**config.mk**
```make
export PLATFORM = sky130hd
export DESIGN_NAME = alineador_rx_flat
export DESIGN_NICKNAME = d
export VERILOG_FILES = /design/src/rtl/alineador_rx_pkg.sv /design/src/rtl/alineador_rx_if.sv /design/src/rtl/alineador_rx_detector_com.sv /design/src/rtl/alineador_rx.sv /design/src/flat_wrapper.sv
export SDC_FILE = /design/constraint.sdc
export NUM_CORES = 1
export LEC_CHECK = 0
export ABC_CLOCK_PERIOD_IN_PS = 1800
export BUFFER_PORTS_ARGS = -buffer_cell sky130_fd_sc_hd__buf_4
export CAP_MARGIN = 10
export CORE_MARGIN = 3
export CORE_UTILIZATION = 54
export DETAILED_ROUTE_END_ITERATION = 16
export PLACE_DENSITY = 0.75
export SETUP_SLACK_MARGIN = 0.4
export SLEW_MARGIN = 20
export SYNTH_ARGS = -nofsm -noshare
export SYNTH_HDL_FRONTEND = slang
export SYNTH_SLANG_ARGS = --single-unit
```
**constraint.sdc**
```tcl
create_clock -name clk_32f -period 1.8 [get_ports clk_32f]
set_clock_uncertainty 0.05 [all_clocks]
set_input_delay 0 -clock clk_32f [delete_from_list [all_inputs] [get_ports clk_32f]]
set_output_delay 0 -clock clk_32f [all_outputs]
set_load 0.05 [all_outputs]
```
**src/rtl/alineador_rx_pkg.sv**
```systemverilog
// rtl/alineador_rx_pkg.sv - shared state encodings and defaults for the RX symbol aligner
package alineador_rx_pkg;

    localparam logic [7:0] COM_DEFAULT           = 8'hBC;
    localparam int         COM_COUNT_DEFAULT     = 4;
    localparam int         TIMEOUT_BYTES_DEFAULT = 64;

    // Encodings are fixed so the later RX un-striping stage can decode them directly.
    typedef enum logic [1:0] {
        ST_SEARCH  = 2'd0,
        ST_LOCKING = 2'd1,
        ST_ALIGNED = 2'd2
    } state_t;

endpackage

```
**src/rtl/alineador_rx_if.sv**
```systemverilog
// rtl/alineador_rx_if.sv - serial lane in, aligned byte stream out
interface alineador_rx_if;

    logic       data_in;
    logic [7:0] data_out;
    logic       valid_out;
    logic       byte_strobe;
    logic       active_out;

    modport master (
        input  data_in,
        output data_out,
        output valid_out,
        output byte_strobe,
        output active_out
    );

    modport slave (
        output data_in,
        input  data_out,
        input  valid_out,
        input  byte_strobe,
        input  active_out
    );

endinterface

```
**src/rtl/alineador_rx_detector_com.sv**
```systemverilog
// rtl/alineador_rx_detector_com.sv - bit shift register and COM pattern match
module detector_com
    import alineador_rx_pkg::*;
#(
    parameter logic [7:0] COM_SYMBOL = COM_DEFAULT
) (
    input  logic       clk_32f,
    input  logic       reset,
    input  logic       data_in,
    output logic [7:0] cand,
    output logic       es_com
);

    // Only the last seven bits need storing; the eighth is the live input bit.
    logic [6:0] sr;

    assign cand   = {sr, data_in};
    assign es_com = (cand == COM_SYMBOL);

    always_ff @(posedge clk_32f) begin
        if (reset) begin
            sr <= '0;
        end else begin
            sr <= cand[6:0];
        end
    end

endmodule

```
**src/rtl/alineador_rx.sv**
```systemverilog
// rtl/alineador_rx.sv - COM-based byte aligner for the serial RX lane
// Optional lock-loss timeout is built only when ALINEADOR_TIMEOUT_EN is defined.
module alineador_rx
    import alineador_rx_pkg::*;
#(
    parameter logic [7:0] COM_SYMBOL    = COM_DEFAULT,
    parameter int         COM_COUNT     = COM_COUNT_DEFAULT
`ifdef ALINEADOR_TIMEOUT_EN
    ,
    parameter int         TIMEOUT_BYTES = TIMEOUT_BYTES_DEFAULT
`endif
) (
    input  logic           clk_32f,
    input  logic           reset,
    alineador_rx_if.master lane
);

    logic [7:0] cand;
    logic       es_com;

    detector_com #(.COM_SYMBOL(COM_SYMBOL)) u_detector (
        .clk_32f (clk_32f),
        .reset   (reset),
        .data_in (lane.data_in),
        .cand    (cand),
        .es_com  (es_com)
    );

    state_t     state, state_nx;
    logic [2:0] bit_cnt, bit_cnt_nx;
    logic [3:0] com_cnt, com_cnt_nx;
    logic [7:0] data_q, data_nx;
    logic       valid_q, valid_nx;
    logic       strobe_q, strobe_nx;
    logic       boundary;
`ifdef ALINEADOR_TIMEOUT_EN
    logic [7:0] idle_cnt, idle_nx;
`endif

    assign boundary = (bit_cnt == 3'd7);

    always_ff @(posedge clk_32f) begin
        if (reset) begin
            state    <= ST_SEARCH;
            bit_cnt  <= '0;
            com_cnt  <= '0;
            data_q   <= '0;
            valid_q  <= 1'b0;
            strobe_q <= 1'b0;
`ifdef ALINEADOR_TIMEOUT_EN
            idle_cnt <= '0;
`endif
        end else begin
            state    <= state_nx;
            bit_cnt  <= bit_cnt_nx;
            com_cnt  <= com_cnt_nx;
            data_q   <= data_nx;
            valid_q  <= valid_nx;
            strobe_q <= strobe_nx;
`ifdef ALINEADOR_TIMEOUT_EN
            idle_cnt <= idle_nx;
`endif
        end
    end

    always_comb begin
        state_nx   = state;
        bit_cnt_nx = bit_cnt + 3'd1;
        com_cnt_nx = com_cnt;
        data_nx    = data_q;
        valid_nx   = valid_q;
        strobe_nx  = 1'b0;
`ifdef ALINEADOR_TIMEOUT_EN
        idle_nx    = idle_cnt;
`endif
        case (state)
            ST_SEARCH: begin
                valid_nx = 1'b0;
`ifdef ALINEADOR_TIMEOUT_EN
                idle_nx  = '0;
`endif
                // A hit on any bit position redefines the byte boundary.
                if (es_com) begin
                    bit_cnt_nx = '0;
                    com_cnt_nx = 4'd1;
                    state_nx   = (COM_COUNT == 1) ? ST_ALIGNED : ST_LOCKING;
                end
            end
            ST_LOCKING: begin
                valid_nx = 1'b0;
`ifdef ALINEADOR_TIMEOUT_EN
                idle_nx  = '0;
`endif
                if (boundary) begin
                    if (es_com) begin
                        com_cnt_nx = com_cnt + 4'd1;
                        if (com_cnt_nx == 4'(COM_COUNT)) begin
                            state_nx = ST_ALIGNED;
                        end
                    end else begin
                        state_nx   = ST_SEARCH;
                        com_cnt_nx = '0;
                    end
                end
            end
            ST_ALIGNED: begin
                if (boundary) begin
                    data_nx   = cand;
                    strobe_nx = 1'b1;
                    valid_nx  = !es_com;
`ifdef ALINEADOR_TIMEOUT_EN
                    if (es_com) begin
                        idle_nx = '0;
                    end else begin
                        idle_nx = idle_cnt + 8'd1;
                        // The byte that hits the limit is still emitted above.
                        if (idle_nx == 8'(TIMEOUT_BYTES)) begin
                            state_nx   = ST_SEARCH;
                            com_cnt_nx = '0;
                        end
                    end
`endif
                end
            end
            default: begin
                state_nx = ST_SEARCH;
            end
        endcase
    end

    assign lane.data_out    = data_q;
    assign lane.valid_out   = valid_q;
    assign lane.byte_strobe = strobe_q;
    assign lane.active_out  = (state == ST_ALIGNED);

endmodule

```
**src/flat_wrapper.sv**
```systemverilog
// flat-port wrapper written by rule: the top's interface ports become plain ports
module alineador_rx_flat import alineador_rx_pkg::*;
#(
    parameter logic [7:0] COM_SYMBOL    = COM_DEFAULT,
    parameter int         COM_COUNT     = COM_COUNT_DEFAULT

)
  (clk_32f, reset, lane_data_in, lane_data_out, lane_valid_out, lane_byte_strobe, lane_active_out);
  alineador_rx_if lane_i ();
  input  logic clk_32f;
  input  logic reset;
  input wire logic [$bits(lane_i.data_in)-1:0] lane_data_in;
  output wire logic [$bits(lane_i.data_out)-1:0] lane_data_out;
  output wire logic [$bits(lane_i.valid_out)-1:0] lane_valid_out;
  output wire logic [$bits(lane_i.byte_strobe)-1:0] lane_byte_strobe;
  output wire logic [$bits(lane_i.active_out)-1:0] lane_active_out;
  assign lane_i.data_in = lane_data_in;
  assign lane_data_out = lane_i.data_out;
  assign lane_valid_out = lane_i.valid_out;
  assign lane_byte_strobe = lane_i.byte_strobe;
  assign lane_active_out = lane_i.active_out;
  alineador_rx #(.COM_SYMBOL(COM_SYMBOL), .COM_COUNT(COM_COUNT)) u_core (.clk_32f(clk_32f), .reset(reset), .lane(lane_i));
endmodule
```
Yosys cells after proc, flatten, opt, wreduce, memory -nomap -nowiden
Index checks and enable logic that the tools add are counted.

storage, ports and cells
  bits in registers = 26
  input port bits = 3
  output and inout port bits = 11

cells by class
  add/subtract/negate cells = 2
  equality and inequality tests = 9
  multiplexer cells = 14
  bitwise logic cells = 1
  reductions and logical operators = 10

operators by type and width
  kind                                                                      count
  4-bit two-way mux                                                         3
  8-bit equality test (second input constant)                               1
  2-bit two-way mux                                                         4
  4-bit one-hot mux with 2 select lines                                     1
  3-bit two-way mux                                                         2
  2-bit by 1-bit inequality test with 1-bit output (second input constant)  3
  2-bit one-hot mux with 3 select lines                                     1
  4-bit by 1-bit adder with 4-bit output (second input constant)            1
  4-bit by 3-bit equality test with 1-bit output (second input constant)    1
  2-bit AND reduction                                                       2
  4-bit AND reduction                                                       1
  2-bit nonzero test                                                        2
  2-bit OR reduction                                                        2
  3-bit by 1-bit adder with 3-bit output (second input constant)            1
  3-bit equality test (second input constant)                               1
  3-bit inequality test (second input constant)                             1
  3-bit AND reduction                                                       1
  2-bit by 1-bit equality test with 1-bit output (second input constant)    1
  2-bit equality test (second input constant)                               1
  2-bit zero test                                                           1
  1-bit two-way mux                                                         2
  1-bit one-hot mux with 2 select lines                                     1
  1-bit zero test                                                           1
  1-bit inverter                                                            1

Depth between registers and ports, before layout
Gate-level depths: netlist of run 1.

  depth after elaboration = 6
  mapped depth = 6
  depth with buffers taken out = 6

By module
From an unflattened synthesis of run 1, not the netlist that was laid out.

unflattened totals
  cell total of the unflattened synthesis = 121
  area total of the unflattened synthesis = 1,143.6 µm²

modules (own cells, without submodules)
  module        instances  cells each  area an instance (µm²)  sequential area each (µm²)
  alineador_rx  1          103         924.6                   380.4
  detector_com  1          18          219.0                   140.1

Worst setup path after synthesis of run 1
No wires, ideal clock.

  kind = flip-flop to flip-flop
  start = register u_core.state[1]
  end = register u_core.data_q[0] (netlist: u_core.lane.data_out[0])
  arrival time = 1,784 ps
  required time = 1,622 ps
  slack = -161 ps
  stages on the path, launching flop included = 7
  buffers on the path = 2
  period minus slack after synthesis = 1,961 ps
  cell sequence = dfxtp_1 buf_2 nor2b_1 nand2_1 buf_2 mux2i_1 nor2_1

between the ends
  longest elaborated chain between the ends = 2

RTL lines
  what                           line                text
  start: declaration             alineador_rx.sv:29  state_t state, state_nx;
  start signal: assignment       alineador_rx.sv:54  state <= state_nx;
  2-bit equality test            n/a
  net lane_active_out            flat_wrapper.sv:16  output wire logic [$bits(lane_i.active_out)-1:0] lane_active_out;
  2-bit AND reduction (no line)  n/a
  end signal: assignment         alineador_rx.sv:57  data_q <= data_nx;
  end: declaration               alineador_rx.sv:32  logic [7:0] data_q, data_nx;

The timed path passes the listed nets, and every way through them passes these cells.
A chain may end at the register's enable or synchronous reset.

Final worst setup path of run 1
  start = register u_core.bit_cnt[0]
  end = register u_core.com_cnt[3]

between the ends
  longest elaborated chain between the ends = 3

RTL lines
  what                                                        line                text
  start: declaration                                          alineador_rx.sv:30  logic [2:0] bit_cnt, bit_cnt_nx;
  start signal: assignment                                    alineador_rx.sv:55  bit_cnt <= bit_cnt_nx;
  3-bit equality test                                         alineador_rx.sv:40  assign boundary = (bit_cnt == 3'd7);
  net u_core.boundary                                         alineador_rx.sv:35  logic boundary;
  2-bit by 1-bit inequality test with 1-bit output (no line)  n/a
  3-bit AND reduction (no line)                               n/a
  end signal: assignment                                      alineador_rx.sv:56  com_cnt <= com_cnt_nx;
  end: declaration                                            alineador_rx.sv:31  logic [3:0] com_cnt, com_cnt_nx;

The timed path passes the listed nets, and every way through them passes these cells.

==> results of run 1 <==
placed cells by master (no fill, tap or decap), types with 2 or more instances in the layout:
cell type,Yosys,layout
sky130_fd_sc_hd__nand3b_1,2,2
sky130_fd_sc_hd__ha_4,0,2
sky130_fd_sc_hd__mux2i_1,8,6
sky130_fd_sc_hd__clkbuf_4,0,3
sky130_fd_sc_hd__nand2_1,5,4
sky130_fd_sc_hd__dfxtp_2,0,6
sky130_fd_sc_hd__nor3_1,2,2
sky130_fd_sc_hd__nor2_1,13,13
sky130_fd_sc_hd__nor2b_1,11,10
sky130_fd_sc_hd__and2_1,2,2
sky130_fd_sc_hd__inv_1,2,2
sky130_fd_sc_hd__buf_4,0,17
sky130_fd_sc_hd__nand3_1,3,3
sky130_fd_sc_hd__mux2i_2,0,2
sky130_fd_sc_hd__nand2b_1,2,2
sky130_fd_sc_hd__dfxtp_1,26,20
sky130_fd_sc_hd__a21oi_1,4,4
sky130_fd_sc_hd__dlygate4sd3_1,0,3
cell families (layout without fill, tap and decap cells):
family                   count (synthesis)  in the layout
AND/OR/NAND/NOR                         45             46
flip-flops                              26             26
AO/OA/AOI/OAI                           13             13
multiplexers                             9              9
buffers and inverters                    8             29
adder cells (fa/ha/maj)                  3              3
Yosys cell counts (all sizes together):
| library cell | n |
|---|---|
| inv | 2 |
| a221oi | 1 |
| a21oi | 5 |
| o21ai | 1 |
| nor2 | 13 |
| nor3 | 2 |
| o32ai | 1 |
| dfxtp | 26 |
| mux2 | 1 |
| clkbuf | 2 |
| and2 | 2 |
| nor2b | 11 |
| a2111oi | 1 |
| nand4b | 1 |
| or2 | 1 |
| nand3b | 2 |
| a31oi | 1 |
| buf | 4 |
| a22oi | 2 |
| nand2b | 2 |
| ha | 3 |
| nor3b | 2 |
| nand3 | 3 |
| mux2i | 8 |
| nand2 | 5 |
| a21o | 1 |
| nor4 | 1 |
area by class of cell:
class	count	area [sq um]	area share
flip-flops and latches	26	528	0.379
clock buffers	3	22.5	0.0162
well taps	25	31.3	0.0224
inverters	2	7.51	0.00539
multi-input cells	71	581	0.417
clock inverters	1	30.0	0.0215
repair buffers	23	194	0.139
where the power goes:
| group | total [W] | switching [W] | internal [W] |
|---|---|---|---|
| logic | 0.0000341 | 0.0000160 | 0.0000181 |
| registers | 0.000594 | 0.00000800 | 0.000586 |
| clock network | 0.000393 | 0.000168 | 0.000225 |
| total | 0.00102 | 0.000192 | 0.000829 |
metal layers:
layer  part of all wire  up-vias  GRT usage
li1                   -      398          -
met1               0.49      386      0.212
met2               0.45       17      0.285
met3              0.047        5     0.0534
met4              0.015        0     0.0673
met5                  0        -          0
state kept, by name (all words and copies together) (netlist names):
signal	flops
u_core.u_detector.sr	7
u_core.com_cnt	4
u_core.lane.valid_out	1
u_core.bit_cnt	3
u_core.state	2
u_core.lane.data_out	8
u_core.lane.byte_strobe	1
worst paths after layout:
path	endpoint	cells after the start	start
max	u_core.com_cnt[3]$_SDFFE_PP0P_	6	u_core.bit_cnt[0]$_SDFF_PP0_
min	u_core.bit_cnt[0]$_SDFF_PP0_	1	u_core.bit_cnt[0]$_SDFF_PP0_
max reg2reg	u_core.com_cnt[3]$_SDFFE_PP0P_	6	u_core.bit_cnt[0]$_SDFF_PP0_
min reg2reg	u_core.bit_cnt[0]$_SDFF_PP0_	1	u_core.bit_cnt[0]$_SDFF_PP0_
metrics by stage:
step / total power [W] / instance area [sq um] / utilization / hold slack, ns / instances
floorplan: 0.000619 / 1110 / - / 0.0216 / 104
CTS: 0.00103 / 1350 / 0.757 / 0.393 / 147
detailed placement: 0.000630 / 1210 / 0.679 / 0.214 / 138
global route: 0.00107 / 1390 / 0.782 / 0.413 / 151
global placement: 0.000629 / 1210 / 0.679 / 0.212 / 138
finish: 0.00102 / 1390 / 0.782 / 0.392 / 151
critical path: cells and delay by family, from the launching register on:
kind	cells	cell delay [ns]
flip-flops	1	0.36
multiplexers	1	0.27
AND/OR/NAND/NOR	1	0.15
adder cells (fa/ha/maj)	2	0.34
AO/OA/AOI/OAI	2	0.18
timing repair:
action / 4_1_cts / 5_1_grt
gates cloned: 0 / 2
gates resized for setup: 6 / 6
endpoints found under the hold margin: 23 / 0
buffers inserted: 2 / 2
pin swaps: 1 / 2
setup endpoints to repair: 5 / 12
hold buffers: 3 / 0
==> flow_summary_export.csv, run 1 <==
group,metric,value,unit
clocking,max-clock-path-buffers,2,
clocking,ctsHtreeMaxLevel,1,
routing,routed_via_density,5.34,
power_and_ir_drop,power_leakage,0.625,nW
floorplanning,chipWidth,50.3,um
synth,synth_compound_gate_area_share,0.0967,
run_status,result_of_the_run,"finished clean",
clocking,tritoncts,"done",
routing,ant_nets,0,
synth,synth.area.mux_share,0.0861,
sta,max_slew.worst_pin.slew,0.358,ns
setup_path,worst_ep_arrival_time,1.61,ns
synth,yosys_register_bits,26,
routing,number_of_violations_reported_at_the_end_of_detailed_routing_iteration_0,19,
global_route,antenna_found_initial,0,
clocking,insertion_delay,0.32,ns
routing,finalWirelength,1930,um
global_route,grt_pass1_wl,3330,um
synth,synth.top_cells.by_area,"sky130_fd_sc_hd__dfxtp_1 (49%), sky130_fd_sc_hd__mux2i_1 (7.5%), sky130_fd_sc_hd__nor2b_1 (6.5%)",
routing,drt_pre_antenna_iters,4,
global_route,grt_pass1_vias,748,
sta,period_minus_slack,1.45,ns
synth,synth_top_family_by_area,"simple AND/OR/NAND/NOR gates",
hold_path,hp-class,"flop to flop",
routing,wl_per_cell,12.8,um
global_route,grt_overflow,0,
floorplanning,floorplan_core_area,0.00178,sq mm
clocking,tritoncts.num_buffers,3,
sta,post-route-worst-setup-slack,0.350,ns
routing,drc_errors,0,
placed_design,dp_slack,0.347,ns
synth,synth_top_area_cell,"sky130_fd_sc_hd__dfxtp_1",
floorplanning,chipHeight,50.3,um
cells_and_area,insertedDiodeCount,0,
global_route,grt_start_max_net_pins,26,
setup_path,cp_most_frequent_cell,"sky130_fd_sc_hd__ha_4",
sta,max_freq,690,MHz
sta,grt_setup_unrepaired,"yes",
clocking,path_clk_slew,0.13,ns
synth,syn-cell-area,0.00106,sq mm
cells_and_area,area_overhead_vs_synth,31.4,%
synth,yosys.area_share.simple,0.252,
synth,synth.distinct_cells,29,
setup_path,worstSetupEndpointType,"flop",
power_and_ir_drop,cellPowerDensity,732,mW/mm^2
floorplanning,floorplan.initialDensity,0.595,
placed_design,dp.final_hpwl,1160,um
sta,final-max-slew-violation-count,0,
sta,totalNegativeSetupSlack,0,ns
setup_path,setup.worst_path.start_class,"flop",
floorplanning,boundaryPins,14,
synth,synth-adder-area-share,0.0354,
synth,syn_nets,110,
placed_design,numPortBuffers,13,
setup_path,timing.setup.critical_path_class,"flop to flop",
setup_path,crit_slowest_cell,"sky130_fd_sc_hd__dfxtp_2",
synth,synth-xor-area-share,0,
sta,max-slew-margin-rel,0.761,
floorplanning,die_area,0.00253,sq mm
synth,postSynthAreaPerCell,10.2,sq um
setup_path,timing.critical_path.required,1.96,ns
synth,post_synth_inst_count,104,
synth,synth.yosys.warnings,0,
clocking,cts.sink_count,26,
global_route,track_usage,0.174,
sta,setup_violations,0,
sta,report.final.hold_viol_count,0,
cells_and_area,final_net_count,133,
clocking,clk_root_buffer_cell,"sky130_fd_sc_hd__clkbuf_4",
setup_path,cp_slowest_stage_delay,0.36,ns
routing,vias,806,
synth,seq_area_frac_synth,0.491,
setup_path,crit_path_cell_trace,"ha_4, ha_4, nor3b_2, mux2_4, a22oi_2, a2111oi_2",
cells_and_area,drive_above_1_share,0.365,
floorplanning,row_count,15,
placed_design,gp_congestion,0.835,
sta,timing.final.crit_share,0.805,
setup_path,worst-path-max-fanout,6,
run,drv.max_cap_violation_count,0,
power_and_ir_drop,worst_ir_drop_on_vdd,0.644,mV
synth,share_of_the_synthesized_area_in_the_top_cell_type,0.491,
setup_path,r2r_slack,0.35,ns
cells_and_area,final.fill_count,126,
(Power assumes the default switching activity.)
==> inputs of run 2 (changes only) <==
ABC_AREA = 1   (was default)
ABC_CLOCK_PERIOD_IN_PS = 1200   (was 1800)
CORE_UTILIZATION = 49   (was 54)
PLACE_DENSITY = 0.72   (was 0.75)
clock period = 1.2 ns   (was 1.8 ns; I/O delays follow)
==> run 2 against run 1 <==
Effect of this change: the run now ends with hold timing, setup timing left; maximum frequency rose by 17%; combinational power rose by 110%; via count rose by 16%; total power rose by 35%; routed wire length rose by 22%; critical path type unchanged; largest cell class is now flip-flops and latches.
==> flow_summary_export.csv, run 2 <==
group,metric,value,unit
synth,syn_nets,146,
setup_path,timing.critical_path.max_delay_family,"simple AND/OR/NAND/NOR gates",
clocking,ctsHtreeMaxLevel,1,
setup_path,worst-path-max-fanout,4,
sta,timing.final.crit_share,1.04,
floorplanning,floorplan.initialDensity,0.533,
placed_design,placed_cells_incl_taps,183,
cells_and_area,layout_common_cells,"sky130_fd_sc_hd__nand2_1 (21), sky130_fd_sc_hd__nor2_1 (18), sky130_fd_sc_hd__dfxtp_2 (17), sky130_fd_sc_hd__inv_1 (11), sky130_fd_sc_hd__buf_8 (11)",
setup_path,timing.setup.critical_path_class,"flop to flop",
synth,postSynthAreaPerCell,7.70,sq um
cells_and_area,area_overhead_vs_synth,41.5,%
synth,synth.top_cells.by_area,"sky130_fd_sc_hd__dfxtp_1 (48%), sky130_fd_sc_hd__nand2_1 (9.4%), sky130_fd_sc_hd__nor2_1 (6.6%)",
sta,max-slew-margin-rel,0.837,
global_route,grt_pass1_wl,3680,um
clocking,max-clock-path-buffers,2,
sta,period_minus_slack,1.24,ns
cells_and_area,most_common_library_cell_in_the_layout_ignoring_fill_and_taps,"sky130_fd_sc_hd__nand2_1",
run_status,result_of_the_run,"finished with violations",
routing,vias,932,
sta,post-route-worst-setup-slack,-0.0434,ns
global_route,grt_pass1_vias,871,
routing,drc_errors,0,
power_and_ir_drop,clockPowerShare,0.307,
synth,share_of_the_synthesized_area_in_the_top_cell_type,0.483,
sta,report.final.hold_viol_count,16,
synth,synth.distinct_cells,22,
power_and_ir_drop,combPwrFrac,0.051,
cells_and_area,insertedDiodeCount,0,
power_and_ir_drop,seqPwrFrac,0.642,
setup_path,worstSetupEndpointType,"flop",
power_and_ir_drop,net-switching-power,0.000288,W
synth,yosys_register_bits,26,
setup_path,setup.worst_path.start_class,"flop",
cells_and_area,final.fill_count,145,
synth,synth_top_area_cell,"sky130_fd_sc_hd__dfxtp_1",
run,drv.max_cap_violation_count,0,
floorplanning,chipWidth,52.9,um
floorplanning,floorplan_core_area,0.00202,sq mm
clocking,clk_root_buffer_cell,"sky130_fd_sc_hd__clkbuf_4",
routing,routed_via_density,4.83,
sta,max_slew.worst_pin.slew,0.245,ns
cells_and_area,fin_cells,193,
cells_and_area,final_net_count,173,
synth,post_synth_inst_count,140,
routing,finalWirelength,2350,um
cells_and_area,drive_above_1_share,0.458,
synth,synth.yosys.warnings,0,
synth,synth_enable_flop_cells,0,
cells_and_area,sequential_cell_area,546,sq um
clocking,tritoncts,"done",
routing,ant_nets,0,
sta,whs,-0.0476,ns
placed_design,dp_slack,0.0131,ns
synth,synthMostInstantiatedCell,"sky130_fd_sc_hd__nand2_1",
synth,asyncSetResetFlopFracSynth,0,
cells_and_area,layout.core_utilization,0.755,
floorplanning,chipHeight,52.9,um
clocking,insertion_delay,0.31,ns
global_route,antenna_found_initial,0,
routing,number_of_violations_reported_at_the_end_of_detailed_routing_iteration_0,15,
floorplanning,row_count,16,
setup_path,timing.critical_path.required,1.37,ns
setup_path,crit_slowest_cell,"sky130_fd_sc_hd__dfxtp_2",
sta,max_freq,804,MHz
power_and_ir_drop,cellPowerDensity,905,mW/mm^2
synth,seq_area_frac_synth,0.483,
placed_design,numPortBuffers,13,
global_route,track_usage,0.180,
hold_path,hp-class,"input port to flop",
clocking,path_clk_slew,0.13,ns
run_status,violations,"hold timing, setup timing",
sta,grt_setup_unrepaired,"yes",
power_and_ir_drop,power_leakage,0.638,nW
synth,synth_top_flop_cell,"sky130_fd_sc_hd__dfxtp_1",
power_and_ir_drop,p_int,0.00109,W
routing,wl_per_cell,12.2,um
cells_and_area,largest_register_ffs,8,
power_and_ir_drop,power_switching_share,0.208,
clocking,cts.sink_count,26,
placed_design,gp_congestion,0.818,
sta,setup_violations,5,
clocking,tritoncts.num_buffers,3,
floorplanning,die_area,0.00280,sq mm
setup_path,worst_ep_arrival_time,1.42,ns
setup_path,cp_slowest_stage_delay,0.35,ns
synth,syn-cell-area,0.00108,sq mm
global_route,grt_start_max_net_pins,21,
global_route,grt_overflow,0,
floorplanning,boundaryPins,14,
setup_path,crit_path_cell_trace,"inv_2, nand2_2, nor2_4, nand3_4, nand2_2, nand2_1, nor2_1, nor2_1",
placed_design,dp.final_hpwl,1370,um
cells_and_area,multi_input_comb_area,538,sq um
power_and_ir_drop,worst_ir_drop_on_vdd,0.749,mV
routing,drt_pre_antenna_iters,5,
setup_path,critPathBufInv,1,
sta,final-max-slew-violation-count,0,
synth,most_frequent_cells_after_synthesis,"sky130_fd_sc_hd__nand2_1 (27), sky130_fd_sc_hd__dfxtp_1 (26), sky130_fd_sc_hd__nor2_1 (19), sky130_fd_sc_hd__inv_1 (18), sky130_fd_sc_hd__nand3_1 (13)",
-- run 2: worst paths after layout --
check                                     startpoint                                   end  slack, ns  cells past startpoint
setup reg to reg  u_core.u_detector.sr[0]$_SDFF_PP0_          u_core.state[0]$_SDFFE_PP0P_      -0.04                      8
hold / removal                                 reset  u_core.lane.data_out[7]$_SDFFE_PP0P_      -0.05                      2
hold reg to reg   u_core.u_detector.sr[2]$_SDFF_PP0_    u_core.u_detector.sr[3]$_SDFF_PP0_       0.39                      2
setup / recovery  u_core.u_detector.sr[0]$_SDFF_PP0_          u_core.state[0]$_SDFFE_PP0P_      -0.04                      8
-- run 2: power by group through the flow --
stage | Sequential, W | Combinational, W | Clock [W]
after floorplan | 0.000903 | 0.0000384 | 0
after global placement | 0.000904 | 0.0000487 | 0
after detailed placement | 0.000905 | 0.0000516 | 0
after CTS | 0.000885 | 0.0000622 | 0.000441
after global routing | 0.000888 | 0.0000783 | 0.000470
final | 0.000887 | 0.0000701 | 0.000424
-- run 2: cells by family after synthesis --
family,Yosys count,share of synthesized area
flip-flops,26,0.483
AND/OR/NAND/NOR,67,0.284
XOR/XNOR,2,0.0162
adder cells (fa/ha/maj),3,0.0348
buffers and inverters,24,0.0986
AO/OA/AOI/OAI,18,0.0835
-- run 2: final cells by class --
cell class | instances | area share
multi-input cells | 90 | 0.352
flip-flops and latches | 26 | 0.357
repair buffers | 26 | 0.195
well taps | 27 | 0.0221
clock buffers | 4 | 0.0238
inverters | 20 | 0.0492
-- run 2: per-layer routing --
layer,share of wire,GRT usage,vias to the layer above
li1,-,-,487
met2,0.50,0.322,18
met4,0.012,0.0766,0
met1,0.46,0.206,423
met5,0,0,-
met3,0.032,0.0338,4
-- run 2: metrics by stage --
step | setup TNS (ns) | hold WS, ns | total power (W) | instance area (sq um)
2_1_floorplan | -0.837 | 0.0751 | 0.000941 | 1140
3_3_place_gp | 0 | 0.181 | 0.000952 | 1290
3_5_place_dp | 0 | 0.180 | 0.000956 | 1290
4_1_cts | -0.0511 | -0.0673 | 0.00139 | 1490
5_1_grt | -0.858 | -0.0580 | 0.00144 | 1530
6_report | -0.107 | -0.0476 | 0.00138 | 1530
-- run 2: what timing repair did --
action,in CTS,in global routing
hold endpoints to repair,17,17
setup buffers,4,0
pin swaps,3,9
endpoints found under the setup margin,30,30
hold buffers,1,2
resized for setup,43,14
==> inputs of run 3 (changes only) <==
ABC_AREA = default   (was 1)
==> run 3 against run 2 <==
Effect of this change: the flow still finishes with violations (hold timing, setup timing); die area is 1.4% lower; core utilization is 7.4 points higher; cell count down 12%; critical endpoint is now u_core.com_cnt[3]$_SDFFE_PP0P_; maximum frequency is 13% lower.
==> flow_summary_export.csv, run 3 (synthesis gave the netlist of run 1 again) <==
group,metric,value,unit
sta,setup_violations,19,
setup_path,worst_ep_arrival_time,1.61,ns
setup_path,timing.setup.critical_path_class,"flop to flop",
clocking,cts.sink_count,26,
routing,ant_nets,0,
floorplanning,floorplan.initialDensity,0.530,
sta,whs,-0.0367,ns
setup_path,worst-path-max-fanout,4,
power_and_ir_drop,fin_total_pwr,0.00154,W
floorplanning,boundaryPins,14,
routing,finalWirelength,2470,um
floorplanning,chipHeight,52.5,um
global_route,grt_start_max_net_pins,26,
power_and_ir_drop,worst_ir_drop_on_vdd,0.978,mV
floorplanning,die_area,0.00276,sq mm
cells_and_area,layout_common_cells,"sky130_fd_sc_hd__buf_4 (23), sky130_fd_sc_hd__dfxtp_2 (17), sky130_fd_sc_hd__nor2_1 (13), sky130_fd_sc_hd__buf_8 (11)",
setup_path,cp_most_frequent_cell,"sky130_fd_sc_hd__ha_4",
clocking,tritoncts,"done",
sta,max-slew-margin-rel,0.817,
cells_and_area,drive_above_1_share,0.545,
clocking,path_clk_slew,0.14,ns
cells_and_area,final.fill_count,112,
setup_path,worst_setup_path_startpoint,"u_core.bit_cnt[0]$_SDFF_PP0_",
setup_path,crit_slowest_cell,"sky130_fd_sc_hd__dfxtp_2",
sta,final-max-slew-violation-count,0,
floorplanning,row_count,16,
routing,wl_per_cell,14.5,um
clocking,ctsHtreeMaxLevel,1,
global_route,grt_pass1_wl,4230,um
setup_path,timing.critical_path.max_delay_family,"flip-flops",
cells_and_area,largest_register_ffs,8,
sta,report.final.hold_viol_count,21,
sta,post-route-worst-setup-slack,-0.233,ns
routing,vias,884,
global_route,antenna_found_initial,0,
hold_path,hold_path_start,"reset",
global_route,grt_overflow,0,
setup_path,setup.worst_path.start_class,"flop",
power_and_ir_drop,cellPowerDensity,931,mW/mm^2
run_status,result_of_the_run,"finished with violations",
setup_path,cp_slowest_stage_delay,0.36,ns
routing,number_of_violations_reported_at_the_end_of_detailed_routing_iteration_0,12,
sta,totalNegativeSetupSlack,-2.76,ns
clocking,clk_root_buffer_cell,"sky130_fd_sc_hd__clkbuf_4",
clocking,insertion_delay,0.33,ns
sta,grt_setup_unrepaired,"yes",
cells_and_area,final_net_count,150,
cells_and_area,most_common_library_cell_in_the_layout_ignoring_fill_and_taps,"sky130_fd_sc_hd__buf_4",
clocking,tritoncts.num_buffers,3,
global_route,track_usage,0.216,
routing,routed_via_density,5.20,
routing,drt_pre_antenna_iters,3,
setup_path,crit-reg2reg-launch,"u_core.bit_cnt[0]$_SDFF_PP0_",
sta,timing.final.crit_share,1.19,
sta,max_slew.worst_pin.slew,0.274,ns
sta,max_freq,698,MHz
placed_design,numPortBuffers,13,
cells_and_area,area_overhead_vs_synth,56.4,%
power_and_ir_drop,power_leakage,0.756,nW
setup_path,crit_path_cell_trace,"ha_4, ha_4, nor3b_2, mux2_4, a22oi_2, a2111oi_2",
clocking,cts_hold_buf,1,
cells_and_area,layout.core_utilization,0.829,
run,drv.max_cap_violation_count,0,
run_status,violations,"hold timing, setup timing",
clocking,max-clock-path-buffers,2,
placed_design,dp.final_hpwl,1430,um
floorplanning,chipWidth,52.5,um
global_route,grt_pass1_vias,918,
setup_path,timing.critical_path.required,1.37,ns
routing,drc_errors,0,
hold_path,hp-class,"input port to flop",
setup_path,critPathBufInv,0,
sta,period_minus_slack,1.43,ns
cells_and_area,insertedDiodeCount,0,
floorplanning,floorplan_core_area,0.00200,sq mm
setup_path,worstSetupEndpointType,"flop",
placed_design,gp_congestion,0.817,
## run 3: changes by cell type in the layout (fill, tap and decap cells not counted), moves of 3 or more
cell                      delta
sky130_fd_sc_hd__a21oi_1     -5
sky130_fd_sc_hd__buf_4      +14
sky130_fd_sc_hd__inv_1       -9
sky130_fd_sc_hd__inv_2       -8
sky130_fd_sc_hd__mux2i_1     +7
sky130_fd_sc_hd__nand2_1    -18
sky130_fd_sc_hd__nand2_2     -6
sky130_fd_sc_hd__nand3_1     -8
sky130_fd_sc_hd__nor2_1      -5
sky130_fd_sc_hd__nor2_4      -3
sky130_fd_sc_hd__nor2b_1     +9
sky130_fd_sc_hd__o21ai_1     -4
## run 3: layout make-up
cell class	count	area [sq um]	share of cell area
Tap cell	27	33.8	0.0204
Sequential cell	26	542	0.327
Multi-Input combinational cell	71	608	0.367
Clock buffer	3	22.5	0.0136
Inverter	2	7.51	0.00452
Timing Repair Buffer	40	415	0.250
Clock inverter	1	30.0	0.0181
## run 3: metal layers
layer	routed length [um]	GRT usage	vias to the layer above
met5	0	0	-
met4	91	0.115	0
met3	79	0.0370	10
met2	1250	0.364	17
met1	1050	0.259	424
li1	-	-	433
## run 3: repair_timing
item,CTS,global route
gates resized for setup,41,2
setup buffers,4,2
pin swaps,5,0
setup endpoints to repair,30,30
gates cloned,1,1
endpoints found under the hold margin,23,7
## run 3: path summary, 6_finish.rpt
| path | end | slack (ns) | cells past startpoint |
|---|---|---|---|
| worst min-delay path | u_core.lane.data_out[2]$_SDFFE_PP0P_ | -0.04 | 2 |
| worst min register to register | u_core.bit_cnt[0]$_SDFF_PP0_ | 0.38 | 1 |
| worst max-delay path | u_core.com_cnt[3]$_SDFFE_PP0P_ | -0.23 | 6 |
| worst max register to register | u_core.com_cnt[3]$_SDFFE_PP0P_ | -0.23 | 6 |
## run 3: stage by stage
step | instance area, sq um | instances | setup WS [ns]
finish | 1660 | 170 | -0.233
global placement | 1370 | 157 | -0.191
global route | 1660 | 170 | -0.275
detailed placement | 1370 | 157 | -0.229
CTS | 1630 | 167 | -0.239
floorplan | 1140 | 104 | -0.184
## run 3: power breakdown
group | internal [W] | leakage, nW | switching, W
Sequential | 0.000878 | 0.219 | 0.0000106
Combinational | 0.0000273 | 0.510 | 0.0000257
Clock | 0.000338 | 0.0279 | 0.000265
Total | 0.00124 | 0.756 | 0.000302
